File: src/rtl/inventory_mmio_responder.sv
// Inventory MMIO responder: 16 stock counters behind a 32-bit register bus.
// Commands run as a four-state pipeline; register accesses answer one cycle later.
module inventory_mmio_responder #(
    parameter int          N_ITEMS    = 16,
    parameter logic [15:0] THRESH_RST = 16'd10
) (
    input  logic        clk,
    input  logic        reset,
    input  logic        req_valid,
    input  logic        req_we,
    input  logic [7:0]  req_addr,
    input  logic [31:0] req_wdata,
    output logic        req_ready,
    output logic        resp_valid,
    output logic [31:0] resp_rdata,
    output logic        resp_err,
    output logic        low_stock_irq
);

    localparam logic [1:0] S_IDLE    = 2'd0;
    localparam logic [1:0] S_FETCH   = 2'd1;
    localparam logic [1:0] S_COMPUTE = 2'd2;
    localparam logic [1:0] S_WB      = 2'd3;

    localparam logic [1:0] OP_ADD = 2'd1;
    localparam logic [1:0] OP_REM = 2'd2;
    localparam logic [1:0] OP_SET = 2'd3;

    logic [1:0]  state;
    logic [15:0] stock [N_ITEMS];
    logic [15:0] thresh;
    logic        last_err;
    logic        irq;
    logic [3:0]  last_item;
    logic [1:0]  op;
    logic [3:0]  item;
    logic [15:0] qty;
    logic [15:0] cur;
    logic [15:0] res;
    logic        res_err;
    logic [15:0] nxt;
    logic        nxt_err;
    logic [16:0] sum;
    logic [15:0] mask;
    logic        busy;
    logic        is_cmd;
    logic        is_stat;
    logic        is_thr;
    logic        is_clr;
    logic        is_stock;
    logic        acc;
    logic        wr_ok;
    logic        rd_err;
    logic [31:0] rd_data;
    logic        unused;

    assign unused   = ^req_addr[1:0];
    assign busy     = (state != S_IDLE);
    assign is_cmd   = (req_addr[7:2] == 6'd0);
    assign is_stat  = (req_addr[7:2] == 6'd1);
    assign is_thr   = (req_addr[7:2] == 6'd2);
    assign is_clr   = (req_addr[7:2] == 6'd3);
    assign is_stock = (req_addr[7:6] == 2'b01);

    // Only a new command collides with one in flight; everything else flows.
    assign req_ready = !(busy && req_valid && req_we && is_cmd);
    assign acc       = req_valid && req_ready;
    assign wr_ok     = acc && req_we && !rd_err;

    always_comb begin
        for (int i = 0; i < N_ITEMS; i++) begin
            mask[i] = (stock[i] < thresh);
        end
    end

    always_comb begin
        rd_err  = 1'b0;
        rd_data = '0;
        unique case (1'b1)
            is_cmd:   rd_err = !req_we;
            is_stat: begin
                rd_err = req_we;
                if (!req_we) begin
                    rd_data = {mask, 8'h00, last_item, 1'b0,
                               irq, last_err, busy};
                end
            end
            is_thr: begin
                if (!req_we) rd_data = {16'h0000, thresh};
            end
            is_clr:   rd_err = !req_we;
            is_stock: begin
                rd_err = req_we;
                if (!req_we) rd_data = {16'h0000, stock[req_addr[5:2]]};
            end
            default:  rd_err = 1'b1;
        endcase
    end

    always_comb begin
        sum     = {1'b0, cur} + {1'b0, qty};
        nxt     = cur;
        nxt_err = 1'b0;
        unique case (op)
            OP_ADD: begin
                nxt     = sum[16] ? 16'hFFFF : sum[15:0];
                nxt_err = sum[16];
            end
            OP_REM: begin
                nxt_err = (qty > cur);
                nxt     = nxt_err ? cur : cur - qty;
            end
            OP_SET:  nxt = qty;
            default: nxt = cur;
        endcase
    end

    always_ff @(posedge clk or posedge reset) begin
        if (reset) begin
            resp_valid <= 1'b0;
            resp_rdata <= '0;
            resp_err   <= 1'b0;
        end else begin
            resp_valid <= acc;
            resp_rdata <= acc ? rd_data : '0;
            resp_err   <= acc && rd_err;
        end
    end

    always_ff @(posedge clk or posedge reset) begin
        if (reset) begin
            state     <= S_IDLE;
            op        <= '0;
            item      <= '0;
            qty       <= '0;
            cur       <= '0;
            res       <= '0;
            res_err   <= 1'b0;
            last_err  <= 1'b0;
            last_item <= '0;
            for (int i = 0; i < N_ITEMS; i++) begin
                stock[i] <= '0;
            end
        end else begin
            unique case (state)
                S_IDLE: begin
                    if (wr_ok && is_cmd && req_wdata[1:0] != 2'd0) begin
                        op    <= req_wdata[1:0];
                        item  <= req_wdata[7:4];
                        qty   <= req_wdata[31:16];
                        state <= S_FETCH;
                    end
                end
                S_FETCH: begin
                    cur   <= stock[item];
                    state <= S_COMPUTE;
                end
                S_COMPUTE: begin
                    res     <= nxt;
                    res_err <= nxt_err;
                    state   <= S_WB;
                end
                default: begin
                    stock[item] <= res;
                    last_item   <= item;
                    last_err    <= res_err;
                    state       <= S_IDLE;
                end
            endcase
        end
    end

    always_ff @(posedge clk or posedge reset) begin
        if (reset) begin
            thresh <= THRESH_RST;
            irq    <= 1'b0;
        end else begin
            if (wr_ok && is_thr) thresh <= req_wdata[15:0];
            // A low-stock writeback outranks a same-cycle clear.
            if (state == S_WB && res < thresh) begin
                irq <= 1'b1;
            end else if (wr_ok && is_clr && req_wdata[0]) begin
                irq <= 1'b0;
            end
        end
    end

    assign low_stock_irq = irq;

endmodule
File: config.mk
export PLATFORM = sky130hd
export DESIGN_NAME = inventory_mmio_responder
export DESIGN_NICKNAME = d
export VERILOG_FILES = /design/src/rtl/inventory_mmio_responder.sv
export SDC_FILE = /design/constraint.sdc
export NUM_CORES = 1
export LEC_CHECK = 0
export CORE_UTILIZATION = 56
export CTS_CLUSTER_DIAMETER = 60
export DETAILED_ROUTE_END_ITERATION = 10
export PLACE_DENSITY = 0.78
export SKIP_CTS_REPAIR_TIMING = 1
export SLEW_MARGIN = 20
export SYNTH_ARGS = -nofsm -noshare
export SYNTH_HDL_FRONTEND = slang
export SYNTH_SLANG_ARGS = --single-unit
File: constraint.sdc
create_clock -name clk -period 15.4 [get_ports clk]
set_input_delay 1.54 -clock clk [delete_from_list [all_inputs] [get_ports clk]]
set_output_delay 1.54 -clock clk [all_outputs]
set_load 0.02 [all_outputs]
==> results of run 1 <==
-- final cells by class --
| type | instances | area [µm²] | share of cell area, % |
|---|---|---|---|
| Clock buffer | 59 | 1226 | 4.414 |
| Clock inverter | 17 | 186.4 | 0.6712 |
| Inverter | 68 | 262.8 | 0.9459 |
| Multi-Input combinational cell | 1488 | 15170 | 54.63 |
| Sequential cell | 369 | 9244 | 33.28 |
| Tap cell | 592 | 740.7 | 2.667 |
| Timing Repair Buffer | 99 | 943.4 | 3.396 |
-- worst max-delay path by stage --
stage,from,end,slack [ns],depth (start not counted)
after floorplan,reset,cur[0],3.62,1
after global placement,req_addr[5],req_ready,9.65,6
after detailed placement,req_addr[5],req_ready,9.62,6
after CTS,req_addr[5],req_ready,9.59,6
after global routing,req_addr[5],req_ready,9.49,6
final,req_addr[5],req_ready,9.55,6
-- logic make-up after synthesis --
group           synth area share (%)
buf+inv                        3.191
flops                          36.63
fa+ha+maj                      14.80
mux                            27.94
xor+xnor                      0.7295
compound gates                 10.52
simple gates                   6.198
-- worst max-delay path, cell delays in order --
cell,delay [ns]
clkdlybuf4s50_1,0.91
or4_4,0.82
nor3_2,0.15
and3_1,0.24
nand2_1,0.08
clkdlybuf4s50_1,0.54
-- flip-flops by register name, summed over array words and instances, names as in the netlist --
signal         count
cur               16
op                 2
stock            256
last_err           1
last_item          4
state              2
resp_valid         1
qty               16
res_err            1
resp_rdata        32
resp_err           1
thresh            16
item               4
low_stock_irq      1
res               16
-- power by group --
group          switching, W  leakage (nW)  internal, W
clock              0.000428         0.690     0.000608
sequential       0.00000518          5.07     0.000971
combinational     0.0000495          8.75    0.0000275
total              0.000483          14.5      0.00161
-- stage by stage --
step,cells,cell area (µm²)
floorplan,2043,25210
global placement,2616,26360
detailed placement,2616,26360
CTS,2692,27780
global route,2692,27780
finish,2692,27780
-- per-layer routing --
layer  wire length [µm]  track usage [%]  vias to the layer above
li1                   -                -                     7827
met1              27270            38.70                     9136
met2              32540            49.06                      695
met3               3981            4.227                      130
met4               1999            9.214                        0
met5                  0                0                        -
-- placed cells by master, fill, tap and decap left out, types with 6 or more instances in the layout --
cell type	Yosys	final
o21bai_1	6	6
a21oi_1	77	77
dfrtp_1	367	365
a221oi_1	6	6
nand2_1	113	113
nor2b_1	26	26
o21ai_0	77	77
mux2_2	279	279
clkinv_2	0	6
inv_1	68	67
mux2_4	18	18
a221o_1	14	14
nand4_1	20	20
a21o_1	110	110
or3_1	6	6
clkbuf_16	0	43
clkbuf_8	0	9
nand3b_1	7	7
buf_4	0	23
clkdlybuf4s50_1	0	75
o21a_1	14	14
a211oi_1	15	15
a31oi_1	6	6
mux4_2	155	155
nor2_1	75	75
ha_1	295	295
nor3_1	22	22
clkbuf_1	68	7
a222oi_1	16	16
xnor2_1	18	18
nand2b_1	30	30
a22oi_1	9	9
==> results by group, run 1 <==
Clocking
  – Clock sink count: 369
  – H-tree Lvls: 2
  – Num CTS Buffers: 42
  – CTS tree: yes
  – CTS clk-pin slew, worst paths: 0.06 ns
  – Clk root buf: clkbuf_16
  – Later-pin clock latency in the skew report: 0.59 ns
  – CTS Buffer Depth: 3

Worst setup path
  – CP Capture Type: output port
  – Worst R2R End: res[3]
  – Data arrival time of the critical path: 4.31 ns
  – Data required time of the worst path: 13.86 ns
  – Worst R2R Path Depth: 10
  – Critical path type: in2out
  – FF-to-FF Start: qty[0]
  – Crit path launch type: primary input
  – R2r setup slk: 11.76 ns
  – Max Fanout on Critical Path: 18

STA
  – Actual slew at the worst max-slew pin: 1.048 ns
  – Final setup viols: 0
  – Max Fclk: 0.1709 GHz
  – Setup TNS: 0 ns
  – Setup ws final: 9.548 ns
  – Worst Skew: 0.02884 ns
  – Slew HR: 30.12%
  – Fin. Hold Viols: 0
  – Tmin final: 5.852 ns
  – RSZ-0062 raised after global routing: no
  – Max-slew violation count: 0
  – Final period utilization: 38.00%
  – Worst hold slack: 0.5164 ns

Route
  – 1st-pass router iterations: 7
  – # DRC: 0
  – Via count: 17790
  – Detail Route Antenna Nets: 0
  – Per-cell routed wire length: 24.44 µm
  – Violation count after the first detailed-route iteration: 1793
  – Detailed Route WL: 65780 µm
  – Drt via density: 6.608

Place
  – PortBufs: 77
  – Post-place setup slack: 9.617 ns
  – Dpl hpwl: 47740 µm
  – Final GP Congestion: 0.9567

Cells and area
  – NumNets Final: 2409
  – Fraction of layout cells with a size suffix above 1: 27.00%
  – FILL cells: 3271
  – Antenna cells: 0
  – Layout overhead on the synthesized area: 10.16%
  – Final core utilization: 62.68%

Yosys
  – EDFF count, synth: 0
  – Area leader, netlist: dfrtp_1
  – Syn_nets: 2384
  – Seq/Total Area, Yosys: 36.63%
  – Mean Syn Cell Area: 12.34 µm²
  – Mapped Cells: 2043
  – Yosys warnings: 0
  – Commonest cells in the netlist: dfrtp_1 (367), ha_1 (295), mux2_2 (279)
  – #FFs+latches synth: 369
  – Area contributors post-synth: dfrtp_1 (36%), ha_1 (15%), mux4_2 (14%)
  – Share of the synthesized area in the top cell type: 36.42%
  – Post-synth top flop: dfrtp_1
  – Most frequent cell after synthesis: dfrtp_1
  – Cell Area, Synth: 0.02521 mm²
  – Yosys cell types: 68
  – Asr flop ratio synth: 100.0%

Floorplan
  – Die Width: 214.2 µm
  – Die footprint: 0.04588 mm²
  – # rows: 77
  – Ports: 80
  – Vert. Die Dim: 214.2 µm
  – Initial Util: 56.89%
  – CORE AREA: 0.04432 mm²

Min path
  – Min-delay worst type: reg2reg
  – Hold path startpoint: last_item[0]
  – Hold depth: 1
  – Worst Hold Path EP: last_item[0]

Power and ir drop
  – Worst vdd ir: 0.07767 mV
  – Pwr Total: 0.002090 W
  – Pwr Density: 75.24 mW/mm²
  – Leakage: 14.51 nW

Outcome
  – Status: complete, no violations

Global route
  – Initial antenna violation count: 0
  – Largest net degree at the start of global routing: 171
  – Global route total overflow: 0
  – Vias in the first global route: 18470
  – Gr usage total: 29.05%
  – First-pass GRT wire length: 104400 µm

Run
  – Max-cap viol count: 0
Note: power is estimated with default switching activity, not from simulation.
==> inputs of run 2 (changes only) <==
- PLACE_DENSITY: 0.78 -> 0.81
- clock period: 15.4 -> 4.9 ns (I/O delays scaled with it)
==> results by group, run 2 (synthesis gave the netlist of run 1 again) <==
Outcome
  – Status: complete, no violations (unchanged)

STA
  – RSZ-0062 raised after global routing: no (unchanged)
  – Final period utilization: 68.61%
  – Max Fclk: 0.2975 GHz
  – Final setup viols: 0 (unchanged)
  – Worst Skew: 0.02022 ns (was 0.02884 ns)
  – Max-slew violation count: 0 (unchanged)
  – Slew HR: 33.31% (was 30.12%)
  – Tmin final: 3.362 ns
  – Actual slew at the worst max-slew pin: 0.9974 ns (was 1.048 ns)
  – Fin. Hold Viols: 0 (unchanged)

Route
  – Metal2 WL: 32870 µm (was 32540 µm)
  – Top Layer Used: met5 (was met4)
  – Drt via density: 6.641 (was 6.608)
  – Violation count after the first detailed-route iteration: 1880 (was 1793)
  – WL met1: 27090 µm (was 27270 µm)
  – Detailed Route WL: 66090 µm (was 65780 µm)
  – Per-cell routed wire length: 24.40 µm (was 24.44 µm)
  – 1st-pass router iterations: 9 (was 7)
  – WL met3: 3942 µm (was 3981 µm)
  – Detail Route Antenna Nets: 0 (unchanged)
  – # DRC: 0 (unchanged)
  – Via count: 17980 (was 17790)

Cells and area
  – FILL cells: 3227 (was 3271)
  – Largest register FFs: 256 (unchanged)
  – Commonest non-fill, non-tap cells in the layout: dfrtp_1 (365), ha_1 (295), mux2_2 (279) (unchanged)
  – Antenna cells: 0 (unchanged)
  – Fraction of layout cells with a size suffix above 1: 27.41% (was 27.00%)
  – Most common cell after layout, fill and taps aside: dfrtp_1 (unchanged)
  – Final cell count without fillers: 2708 (was 2692)
  – NumNets Final: 2421 (was 2409)
  – Largest Register: stock (unchanged)
  – Layout overhead on the synthesized area: 11.29% (was 10.16%)
  – Largest regs: stock x256, resp_rdata x32 (unchanged)

Worst setup path
  – Crit path launch type: register (was primary input)
  – R2r setup slk: 1.54 ns (was 11.76 ns)
  – Critical path type: reg2reg (was in2out)
  – Data arrival time of the critical path: 3.81 ns (was 4.31 ns)
  – Data required time of the worst path: 5.35 ns (was 13.86 ns)
  – Max Fanout on Critical Path: 13 (was 18)
  – CP Capture Type: register (was output port)

Clocking
  – Clock sink count: 369 (unchanged)
  – H-tree Lvls: 2 (unchanged)
  – Num CTS Buffers: 47 (was 42)
  – CTS tree: yes (unchanged)
  – CTS Buffer Depth: 3 (unchanged)
  – CTS clk-pin slew, worst paths: 0.06 ns (about the same)
  – Later-pin clock latency in the skew report: 0.58 ns (was 0.59 ns)
  – Clk root buf: clkbuf_16 (unchanged)

Global route
  – Vias in the first global route: 18600 (was 18470)
  – Largest net degree at the start of global routing: 110 (was 171)
  – Initial antenna violation count: 1 (was 0)
  – Global route total overflow: 0 (unchanged)
  – First-pass GRT wire length: 104900 µm (was 104400 µm)
  – Gr usage total: 29.26% (was 29.05%)

Power and ir drop
  – Internal: 0.005408 W (was 0.001607 W)
  – Leakage: 14.64 nW (was 14.51 nW)
  – Comb power frac: 3.5% (was 3.7%)
  – Net Sw Frac: 22.58% (was 23.10%)
  – Pwr Density: 248.9 mW/mm² (was 75.24 mW/mm²)
  – Clk network pwr share: 52.5% (was 49.6%)
  – Psw: 0.001577 W (was 0.0004828 W)
  – Flop pwr share: 44.0% (was 46.7%)
  – Pwr Total: 0.006985 W (was 0.002090 W)
  – Worst vdd ir: 0.3389 mV (was 0.07767 mV)

Floorplan
  – Vert. Die Dim: 214.2 µm (unchanged)
  – # rows: 77 (unchanged)
  – Initial Util: 56.89% (unchanged)
  – Die footprint: 0.04588 mm² (unchanged)
  – CORE AREA: 0.04432 mm² (unchanged)
  – Ports: 80 (unchanged)
  – Die Width: 214.2 µm (unchanged)

Place
  – Dpl hpwl: 48440 µm (was 47740 µm)
  – Placed Cells: 2623 (was 2616)
  – Final GP Congestion: 0.9064 (was 0.9567)
  – PortBufs: 77 (unchanged)

Min path
  – Min-delay worst type: in2async (was reg2reg)

Run
  – Max-cap viol count: 0 (unchanged)
-- run 2: cell types whose count changed in the layout (fill, tap and decap cells not counted), moves of 2 or more --
cell	before	now
clkbuf_1	7	10
bufinv_16	3	7
clkinvlp_4	3	5
clkbuf_16	43	49
clkinv_4	4	1
clkbuf_8	9	4
buf_4	23	28
-- run 2: final cells by class --
type / count / area [µm²] / share of cell area (%)
Clock buffer: 63 / 1319 / 4.700
Clock inverter: 22 / 312.8 / 1.115
Inverter: 68 / 259.0 / 0.9230
Multi-Input combinational cell: 1488 / 15170 / 54.07
Sequential cell: 369 / 9244 / 32.94
Tap cell: 592 / 740.7 / 2.640
Timing Repair Buffer: 106 / 1012 / 3.607
-- run 2: worst paths after layout --
check | start | to | depth (start not counted)
max | qty[0] | res[4] | 11
min reg2reg | last_item[3] | last_item[3] | 1
max in group asynchronous | reset | stock[124] | 3
min in group clk | req_wdata[12] | thresh[12] | 3
min | reset | stock[116] | 2
max reg2reg | qty[0] | res[4] | 11
-- run 2: worst max-delay path, stage by stage, from the launching register on --
cell	delay (ns)
dfrtp_1	0.41
ha_1	0.24
fa_1	0.38
nor2b_2	0.19
o221ai_2	0.30
a211oi_2	0.17
a211oi_2	0.42
o31a_2	0.41
a21bo_2	0.27
a222oi_1	0.22
o21a_1	0.15
o21ai_0	0.08
-- run 2: per-stage QoR --
stage	hold slack, ns	cell area, µm²	setup TNS [ns]	utilization [%]	setup slack [ns]
final	0.4704	28060	0	63.32	1.538
after global placement	0.4903	26430	0	59.63	1.323
after floorplan	0.4676	25220	-198.38	-	-0.5405
after detailed placement	0.4984	26430	0	59.63	1.261
after global routing	0.4914	28060	0	63.32	1.339
after CTS	0.4584	28060	0	63.31	1.560
-- run 2: power groups by stage --
stage / clock, W / combinational [W] / sequential, W
5_1_grt: 0.00384 / 0.000268 / 0.00307
2_1_floorplan: 0 / 0.000154 / 0.00312
6_report: 0.00367 / 0.000245 / 0.00307
3_3_place_gp: 0 / 0.000241 / 0.00312
4_1_cts: 0.00371 / 0.000248 / 0.00307
3_5_place_dp: 0 / 0.000247 / 0.00312
-- run 2: layer usage --
| metal | up-vias | track usage (%) |
|---|---|---|
| met3 | 149 | 4.369 |
| met2 | 693 | 49.35 |
| met5 | - | 0 |
| li1 | 7841 | - |
| met1 | 9299 | 38.21 |
| met4 | 2 | 11.17 |
==> inputs of run 3 (changes only) <==
- PLACE_DENSITY: 0.81 -> 0.78
- clock period: 4.9 -> 3.15 ns (I/O delays scaled with it)
==> results by group, run 3 (synthesis gave the netlist of run 1 again) <==
Place
  – Post-place setup slack: -0.1559 ns (was 1.261 ns)
  – Dpl hpwl: 50980 µm (was 48440 µm)
  – Final GP Congestion: 0.9665 (was 0.9064)
  – PortBufs: 77 (unchanged)

Clocking
  – CTS Buffer Depth: 3 (unchanged)
  – CTS clk-pin slew, worst paths: 0.06 ns (about the same)
  – Clock sink count: 369 (unchanged)
  – CTS tree: yes (unchanged)
  – Later-pin clock latency in the skew report: 0.59 ns (was 0.58 ns)
  – Clk root buf: clkbuf_16 (unchanged)
  – H-tree Lvls: 2 (unchanged)
  – Num CTS Buffers: 43 (was 47)

Min path
  – Min-delay worst type: in2reg (was in2async)

Power and ir drop
  – Net Sw Frac: 22.83% (was 22.58%)
  – Internal: 0.007971 W (was 0.005408 W)
  – Worst vdd ir: 0.3497 mV (was 0.3389 mV)
  – Leakage: 14.99 nW (was 14.64 nW)
  – Comb power frac: 4.0% (was 3.5%)
  – Psw: 0.002359 W (was 0.001577 W)
  – Clk network pwr share: 49.8% (was 52.5%)
  – Pwr Density: 361.9 mW/mm² (was 248.9 mW/mm²)
  – Flop pwr share: 46.2% (was 44.0%)

Cells and area
  – Largest Register: stock (unchanged)
  – Layout overhead on the synthesized area: 13.20% (was 11.29%)
  – Register Area: 0.009244 mm² (unchanged)
  – Final core utilization: 64.40% (was 63.32%)
  – NumNets Final: 2490 (was 2421)
  – FILL cells: 3216 (was 3227)
  – Commonest non-fill, non-tap cells in the layout: dfrtp_1 (365), ha_1 (295), mux2_2 (279) (unchanged)
  – Multi-input gate area: 0.01521 mm² (was 0.01517 mm²)
  – Most common cell after layout, fill and taps aside: dfrtp_1 (unchanged)
  – Largest register FFs: 256 (unchanged)
  – Largest regs: stock x256, resp_rdata x32 (unchanged)
  – Fraction of layout cells with a size suffix above 1: 29.77% (was 27.41%)
  – Antenna cells: 0 (unchanged)

STA
  – Actual slew at the worst max-slew pin: 0.9009 ns (was 0.9974 ns)
  – Worst hold slack: 0.2720 ns (was 0.4704 ns)
  – Setup ws final: 0.08238 ns (was 1.538 ns)
  – Max-slew violation count: 0 (unchanged)
  – Fin. Hold Viols: 0 (unchanged)
  – Tmin final: 3.068 ns (was 3.362 ns)
  – Final setup viols: 0 (unchanged)
  – Slew HR: 39.81% (was 33.31%)
  – Max Fclk: 0.3260 GHz (was 0.2975 GHz)
  – Worst Skew: 0.02545 ns (was 0.02022 ns)
  – Final period utilization: 97.38% (was 68.61%)

Worst setup path
  – Data required time of the worst path: 3.64 ns (was 5.35 ns)
  – CP Capture Type: register (unchanged)
  – CP max-delay cell: dfstp_2 (was a211oi_2)
  – Data arrival time of the critical path: 3.56 ns (was 3.81 ns)
  – Critical path cell sequence: inv_1 > ha_1 > a21o_1 > a21o_1 > a21o_1 > a21o_1 > a21o_1 > a21o_1 > a221oi_1 > o41a_1 (was ha_1 > fa_1 > nor2b_2 > o221ai_2 > a211oi_2 > a211oi_2 > o31a_2 > a21bo_2 > a222oi_1 > o21a_1 > o21ai_0)
  – Slowest stage delay, CP: 0.53 ns (was 0.42 ns)
  – Max Fanout on Critical Path: 15 (was 13)
  – Crit path launch type: register (unchanged)
  – Critical path type: reg2reg (unchanged)
  – Crit-path most repeated cell: a21o_1 (was a211oi_2)
  – Worst Path Buf+Inv: 1 (was 0)
  – CP delay by family, top: compound AO/OA/AOI/OAI gates (unchanged)

Global route
  – Global route total overflow: 0 (unchanged)
  – Gr usage total: 30.19% (was 29.26%)
  – Vias in the first global route: 19440 (was 18600)
  – Largest net degree at the start of global routing: 55 (was 110)
  – First-pass GRT wire length: 108200 µm (was 104900 µm)
  – Initial antenna violation count: 1 (unchanged)

Floorplan
  – Die footprint: 0.04588 mm² (unchanged)
  – # rows: 77 (unchanged)
  – Die Width: 214.2 µm (unchanged)
  – Vert. Die Dim: 214.2 µm (unchanged)
  – Ports: 80 (unchanged)
  – CORE AREA: 0.04432 mm² (unchanged)
  – Initial Util: 56.89% (unchanged)

Route
  – Via count: 18140 (was 17980)
  – Detailed Route WL: 67780 µm (was 66090 µm)
  – Detail Route Antenna Nets: 0 (unchanged)
  – Violation count after the first detailed-route iteration: 1712 (was 1880)
  – # DRC: 0 (unchanged)
  – Per-cell routed wire length: 24.45 µm (was 24.40 µm)
  – 1st-pass router iterations: 5 (was 9)
  – Drt via density: 6.545 (was 6.641)

Run
  – Max-cap viol count: 0 (unchanged)

Outcome
  – Status: complete, no violations (unchanged)
==> run 3: routing by layer <==
layer	part of all wire, %	track usage (%)
met1	40	38.60
met5	0.018	0
met2	50	51.95
met4	2.9	9.857
met3	6.6	5.404
==> run 3: path summary, 6_finish.rpt <==
| kind | from | to | slack [ns] | depth (start not counted) |
|---|---|---|---|---|
| min in group asynchronous | reset | last_err | 0.28 | 2 |
| worst min register to register | last_item[1] | last_item[1] | 0.51 | 1 |
| worst max register to register | thresh[1] | resp_rdata[20] | 0.08 | 10 |
| worst min-delay path | req_wdata[3] | thresh[3] | 0.27 | 3 |
| max in group asynchronous | reset | qty[11] | 1.98 | 3 |
| worst max-delay path | thresh[1] | resp_rdata[20] | 0.08 | 10 |
==> run 3: layout make-up <==
cell class | instances | share of cell area [%]
Sequential cell | 369 | 32.39
Clock buffer | 61 | 4.322
Tap cell | 592 | 2.595
Clock inverter | 15 | 0.6838
Timing Repair Buffer | 179 | 5.804
Inverter | 68 | 0.9074
Multi-Input combinational cell | 1488 | 53.30
==> run 3: power by group through the flow <==
stage          combinational, W  clock [W]  sequential [W]
2_1_floorplan          0.000239          0         0.00485
6_report               0.000415    0.00514         0.00477
3_5_place_dp           0.000416          0         0.00486
4_1_cts                0.000419    0.00520         0.00477
3_3_place_gp           0.000405          0         0.00486
5_1_grt                0.000454    0.00536         0.00477
==> run 3: worst register-to-register path, stage by stage, from the launching register on <==
cell,delay (ns)
dfstp_2,0.53
inv_1,0.27
ha_1,0.40
a21o_1,0.17
a21o_1,0.18
a21o_1,0.18
a21o_1,0.18
a21o_1,0.18
a21o_1,0.19
a221oi_1,0.43
o41a_1,0.29
==> run 3: through the flow <==
stage,area (µm²),total power (W),TNS [ns],cells
6_report,28540,0.01033,0,2772
2_1_floorplan,25220,0.005090,-777.92,2043
5_1_grt,28540,0.01059,-0.003767,2772
4_1_cts,28500,0.01039,-1.973,2772
3_5_place_dp,27070,0.005275,-1.636,2696
3_3_place_gp,27070,0.005262,-1.184,2696
